[src/rtl/adv7611_cfg_sequencer.sv]
// ADV7611 configuration sequencer: walks the {dev,reg,data} LUT and issues one I2C
// byte-write per entry, with power-up wait, inter-write gap, soft-reset wait and NACK retry.
module adv7611_cfg_sequencer #(
  parameter int unsigned POWERUP_CYC  = 1_000_000,
  parameter int unsigned GAP_CYC      = 1000,
  parameter int unsigned RST_WAIT_CYC = 500_000,
  parameter int unsigned MAX_RETRY    = 3
) (
  input  logic        clk,
  input  logic        rst_n,
  input  logic        cfg_start,
  output logic [8:0]  lut_index,
  input  logic [23:0] lut_data,
  input  logic [8:0]  lut_size,
  output logic        i2c_req,
  output logic [7:0]  i2c_dev,
  output logic [7:0]  i2c_reg,
  output logic [7:0]  i2c_wdata,
  input  logic        i2c_done,
  input  logic        i2c_ack,
  output logic        cfg_busy,
  output logic        cfg_done,
  output logic        cfg_error,
  output logic [8:0]  err_index
);

  localparam int unsigned WAIT_MAX_A = (POWERUP_CYC > GAP_CYC) ? POWERUP_CYC : GAP_CYC;
  localparam int unsigned WAIT_MAX   = (WAIT_MAX_A > RST_WAIT_CYC) ? WAIT_MAX_A : RST_WAIT_CYC;
  localparam int unsigned WAIT_W     = (WAIT_MAX > 1) ? $clog2(WAIT_MAX) : 1;
  localparam int unsigned RETRY_W    = $clog2(MAX_RETRY + 1);

  localparam logic [WAIT_W-1:0]  PWR_LAST  = WAIT_W'((POWERUP_CYC > 0) ? POWERUP_CYC - 1 : 0);
  localparam logic [WAIT_W-1:0]  GAP_LAST  = WAIT_W'((GAP_CYC > 0) ? GAP_CYC - 1 : 0);
  localparam logic [WAIT_W-1:0]  RST_LAST  = WAIT_W'((RST_WAIT_CYC > 0) ? RST_WAIT_CYC - 1 : 0);
  localparam logic [RETRY_W-1:0] RETRY_LIM = RETRY_W'(MAX_RETRY);

  typedef enum logic [3:0] {
    S_PWR_WAIT,
    S_FETCH,
    S_ISSUE,
    S_WAIT_RESP,
    S_RETRY_WAIT,
    S_GAP,
    S_RST_WAIT,
    S_DONE,
    S_ERROR
  } state_t;

  state_t             state;
  logic [WAIT_W-1:0]  wait_cnt;
  logic [RETRY_W-1:0] retry_cnt;
  logic               soft_rst;
  logic               is_last;
  logic               wait_end;

  assign soft_rst = (i2c_dev == 8'h98) && (i2c_reg == 8'hFF) && i2c_wdata[7];
  assign is_last  = (lut_index >= (lut_size - 9'd1));
  assign wait_end = ((state == S_GAP)      && (wait_cnt == GAP_LAST)) ||
                    ((state == S_RST_WAIT) && (wait_cnt == RST_LAST));

  always_ff @(posedge clk or negedge rst_n) begin
    if (!rst_n) begin
      state     <= S_PWR_WAIT;
      wait_cnt  <= '0;
      retry_cnt <= '0;
      lut_index <= '0;
      i2c_req   <= 1'b0;
      i2c_dev   <= '0;
      i2c_reg   <= '0;
      i2c_wdata <= '0;
      cfg_busy  <= 1'b1;
      cfg_done  <= 1'b0;
      cfg_error <= 1'b0;
      err_index <= '0;
    end else begin
      case (state)
        S_PWR_WAIT: begin
          if (wait_cnt == PWR_LAST) begin
            wait_cnt <= '0;
            if (lut_size == '0) begin
              state    <= S_DONE;
              cfg_busy <= 1'b0;
              cfg_done <= 1'b1;
            end else begin
              state <= S_FETCH;
            end
          end else begin
            wait_cnt <= wait_cnt + 1'b1;
          end
        end
        // Request is raised on the fetch edge so it is already visible while in ISSUE.
        S_FETCH: begin
          {i2c_dev, i2c_reg, i2c_wdata} <= lut_data;
          retry_cnt <= '0;
          i2c_req   <= 1'b1;
          state     <= S_ISSUE;
        end
        S_ISSUE: state <= S_WAIT_RESP;
        S_WAIT_RESP: begin
          if (i2c_done) begin
            i2c_req  <= 1'b0;
            wait_cnt <= '0;
            if (i2c_ack) begin
              state <= soft_rst ? S_RST_WAIT : S_GAP;
            end else if ((retry_cnt + 1'b1) == RETRY_LIM) begin
              state     <= S_ERROR;
              cfg_busy  <= 1'b0;
              cfg_error <= 1'b1;
              err_index <= lut_index;
            end else begin
              retry_cnt <= retry_cnt + 1'b1;
              state     <= S_RETRY_WAIT;
            end
          end
        end
        S_RETRY_WAIT: begin
          if (wait_cnt == GAP_LAST) begin
            wait_cnt <= '0;
            i2c_req  <= 1'b1;
            state    <= S_ISSUE;
          end else begin
            wait_cnt <= wait_cnt + 1'b1;
          end
        end
        S_GAP, S_RST_WAIT: begin
          if (wait_end) begin
            wait_cnt <= '0;
            if (is_last) begin
              state    <= S_DONE;
              cfg_busy <= 1'b0;
              cfg_done <= 1'b1;
            end else begin
              lut_index <= lut_index + 9'd1;
              state     <= S_FETCH;
            end
          end else begin
            wait_cnt <= wait_cnt + 1'b1;
          end
        end
        S_DONE, S_ERROR: begin
          if (cfg_start) begin
            state     <= S_PWR_WAIT;
            wait_cnt  <= '0;
            lut_index <= '0;
            cfg_busy  <= 1'b1;
            cfg_done  <= 1'b0;
            cfg_error <= 1'b0;
            err_index <= '0;
          end
        end
        default: state <= S_PWR_WAIT;
      endcase
    end
  end

endmodule

[config.mk]
export PLATFORM = sky130hd
export DESIGN_NAME = adv7611_cfg_sequencer
export DESIGN_NICKNAME = d
export VERILOG_FILES = /design/src/rtl/adv7611_cfg_sequencer.sv
export SDC_FILE = /design/constraint.sdc
export NUM_CORES = 1
export LEC_CHECK = 0
export ABC_CLOCK_PERIOD_IN_PS = 6450
export CAP_MARGIN = 5
export CORE_MARGIN = 1
export CORE_UTILIZATION = 40
export DETAILED_ROUTE_END_ITERATION = 10
export GPL_TIMING_DRIVEN = 0
export HOLD_SLACK_MARGIN = 0.06
export PLACE_DENSITY = 0.68
export SLEW_MARGIN = 30
export SYNTH_ARGS = -nofsm -noshare
export SYNTH_HDL_FRONTEND = slang
export SYNTH_SLANG_ARGS = --single-unit
[constraint.sdc]
create_clock -name clk -period 6.45 [get_ports clk]
set_input_delay 1.29 -clock clk [delete_from_list [all_inputs] [get_ports clk]]
set_output_delay 1.29 -clock clk [all_outputs]
set_load 0.03 [all_outputs]
==> impl_metrics.ini <==
[status]
outcome = complete, no violations

[finish]
finish.net_count = 570
multi_input_area_um2 = 2170
n_fill_cell = 887
mostFrequentLayoutCell = clkdlybuf4s50_1
seq_area_um2 = 1800
layout_common_cells = clkdlybuf4s50_1, dfrtp_1, o21ai_0
largest_register_ffs = 20
syn_to_final_growth_pct = 28.9
final_layout_size_suffix_gt1_frac = 0.124
antennaDiodeCount = 0
top_register = wait_cnt
top_regs = wait_cnt x20, err_index x9, lut_index x9

[floorplanning]
row_count = 36
die_h_um = 104
initial_core_util = 0.419
fp.dieW_um = 104
die_area_um2 = 10800
ioPinCount = 84
core_um2 = 9910

[critical_path]
reg2reg_from = state[0]
end_kind = register
r2r_slack_ps = 3890
crit_fanout = 7
crit_required_ps = 6730
path_class = in -> reg
start_kind = primary input
critPathArrivalTime_ps = 4640
cp-startpoint = lut_size[0]

[timing]
slew_headroom = 0.512
post-route-min-period_ps = 4360
timing.hold.ws_ps = 489
finalSetupTns_ps = 0
min_period_over_period = 0.677
max_freq_mhz = 229
fin_ws_ps = 2090
tightest_slew_ps = 725
setup-violations-final = 0
fin_skew_ps = 11.1
hold_viol = 0
grt_setup_unrepaired = no
drv_slew = 0

[clock_network]
cts_tree = yes
clkLatencyLatePin_ps = 350
cts_root_buf = clkbuf_8
post_cts_resized = 0
cts.clk_slew.worst_paths_ps = 80
htree_levels = 3
cts_buffer_depth = 2
clock-sinks = 72
postCtsHoldBufs = 0
post_cts_buffers = 0
cts_made_buffers = 9

[yosys]
synth_edf_count = 0
async_flop_share = 1.00
yosys_warnings = 0
synth_top_flop_cell = dfrtp_1
netlist_area_um2 = 4150
syn_inst = 425
synth_area_per_cell_um2 = 9.76
synth-seq-area-share = 0.435
ys_types = 67
ys_ff_latch = 72
synth_fp_nets = 476

[power]
p_per_area_nw_per_um2 = 160
ir_drop_mv = 0.0857
power_frac_clock = 0.414
p_sw_uw = 189
seq_power_share = 0.529
power_leakage_uw = 0.00223
intPower_uw = 664
switching_share = 0.222
comb_power_share = 0.057

[drt]
drtIter0Drc = 217
post_drt_wl_per_cell_um = 16.0
routed_via_density = 5.55
ant_nets = 0
via_count = 3644
first_pass_iters = 4
drc = 0
wl_um = 10500

[place]
pre_cts_ws_ps = 1750
port_buffers = 82
dp_hpwl_um = 7760
gp_congestion = 0.852

[worst_hold_path]
min_from = cfg_busy
hold_class = reg -> reg

[global_route]
overflow = 0
first_global_vias = 3594
antenna_found_initial = 0
grt_max_degree = 39
met2_usage = 0.327
gr-usage-met3 = 0.0315
use_met1 = 0.273
grt_pass1_wl_um = 17800
busiest_layer = met2
track_usage = 0.203

[job]
max_cap_violations = 0
-- synth_stat cells, types with 5 or more instances --
cell | number | area (um2)
dfrtp_1 | 71 | 1780
o21ai_0 | 39 | 195
a21oi_1 | 27 | 135
mux2_2 | 26 | 293
nand3_1 | 26 | 130
nand2_1 | 22 | 82.6
nor2_1 | 21 | 78.8
inv_1 | 19 | 71.3
xnor2_1 | 14 | 123
ha_1 | 13 | 163
nor3_1 | 13 | 65.1
clkbuf_1 | 12 | 45.0
nand4_1 | 8 | 50.1
a22o_1 | 7 | 61.3
nor4_1 | 7 | 43.8
nor2b_1 | 6 | 37.5
or4_1 | 6 | 45.0
and3_1 | 5 | 31.3
o21a_1 | 5 | 37.5
-- power groups by stage --
stage	Clock, uW	Sequential, uW	Combinational, uW
floorplan	0	460	12.3
global placement	0	460	46.8
detailed placement	0	460	49.5
CTS	364	451	49.8
global route	383	451	54.3
finish	354	451	48.7
-- kinds of logic (layout without fill, tap and decap cells) --
family	count (synthesis)	after routing	share of synthesized area
multiplexers	27	27	0.0730
XOR/XNOR	18	18	0.0380
AO/OA/AOI/OAI	105	105	0.160
AND/OR/NAND/NOR	152	152	0.211
buffers and inverters	38	136	0.0440
adder cells (fa/ha/maj)	13	13	0.0392
flip-flops	72	72	0.435
-- metal layers --
| layer | share of wire | up-vias | routed length (um) |
|---|---|---|---|
| met1 | 0.47 | 1792 | 4920 |
| met2 | 0.48 | 83 | 5090 |
| met3 | 0.035 | 9 | 364 |
| met4 | 0.012 | 0 | 121 |
| met5 | 0 | - | 0 |
| li1 | - | 1760 | - |
-- area by class of cell --
type | instances | area share
clock inverters | 4 | 0.00843
multi-input cells | 315 | 0.406
clock buffers | 11 | 0.0265
inverters | 19 | 0.0133
well taps | 133 | 0.0311
repair buffers | 83 | 0.157
plain buffers | 19 | 0.0208
flip-flops and latches | 72 | 0.337
-- final timing paths --
| check | to | cells past startpoint |
|---|---|---|
| worst min register to register | cfg_busy | 2 |
| worst max register to register | lut_index[8] | 6 |
| max in group asynchronous | cfg_busy | 2 |
| worst min-delay path | cfg_busy | 2 |
| min in group asynchronous | wait_cnt[6] | 1 |
| worst max-delay path | lut_index[8] | 13 |
-- critical path, cell delays in order --
cell and delay (ps):
clkdlybuf4s50_1 420, inv_1 110, ha_1 210, or4b_2 650
nor2_1 160, xnor2_1 140, ha_1 280, a21oi_1 160
o21ai_0 160, a2bb2oi_1 200, o221ai_2 200, or4_1 510
a21oi_1 150
-- per-stage QoR --
stage          total power [uW]  std cells  utilization  area (um2)
6_report                    854        656        0.539        5350
3_3_place_gp                507        640        0.518        5130
5_1_grt                     888        656        0.539        5350
3_5_place_dp                509        641        0.521        5160
4_1_cts                     865        656        0.539        5350
2_1_floorplan               472        425            -        4150
(Power assumes the default switching activity.)
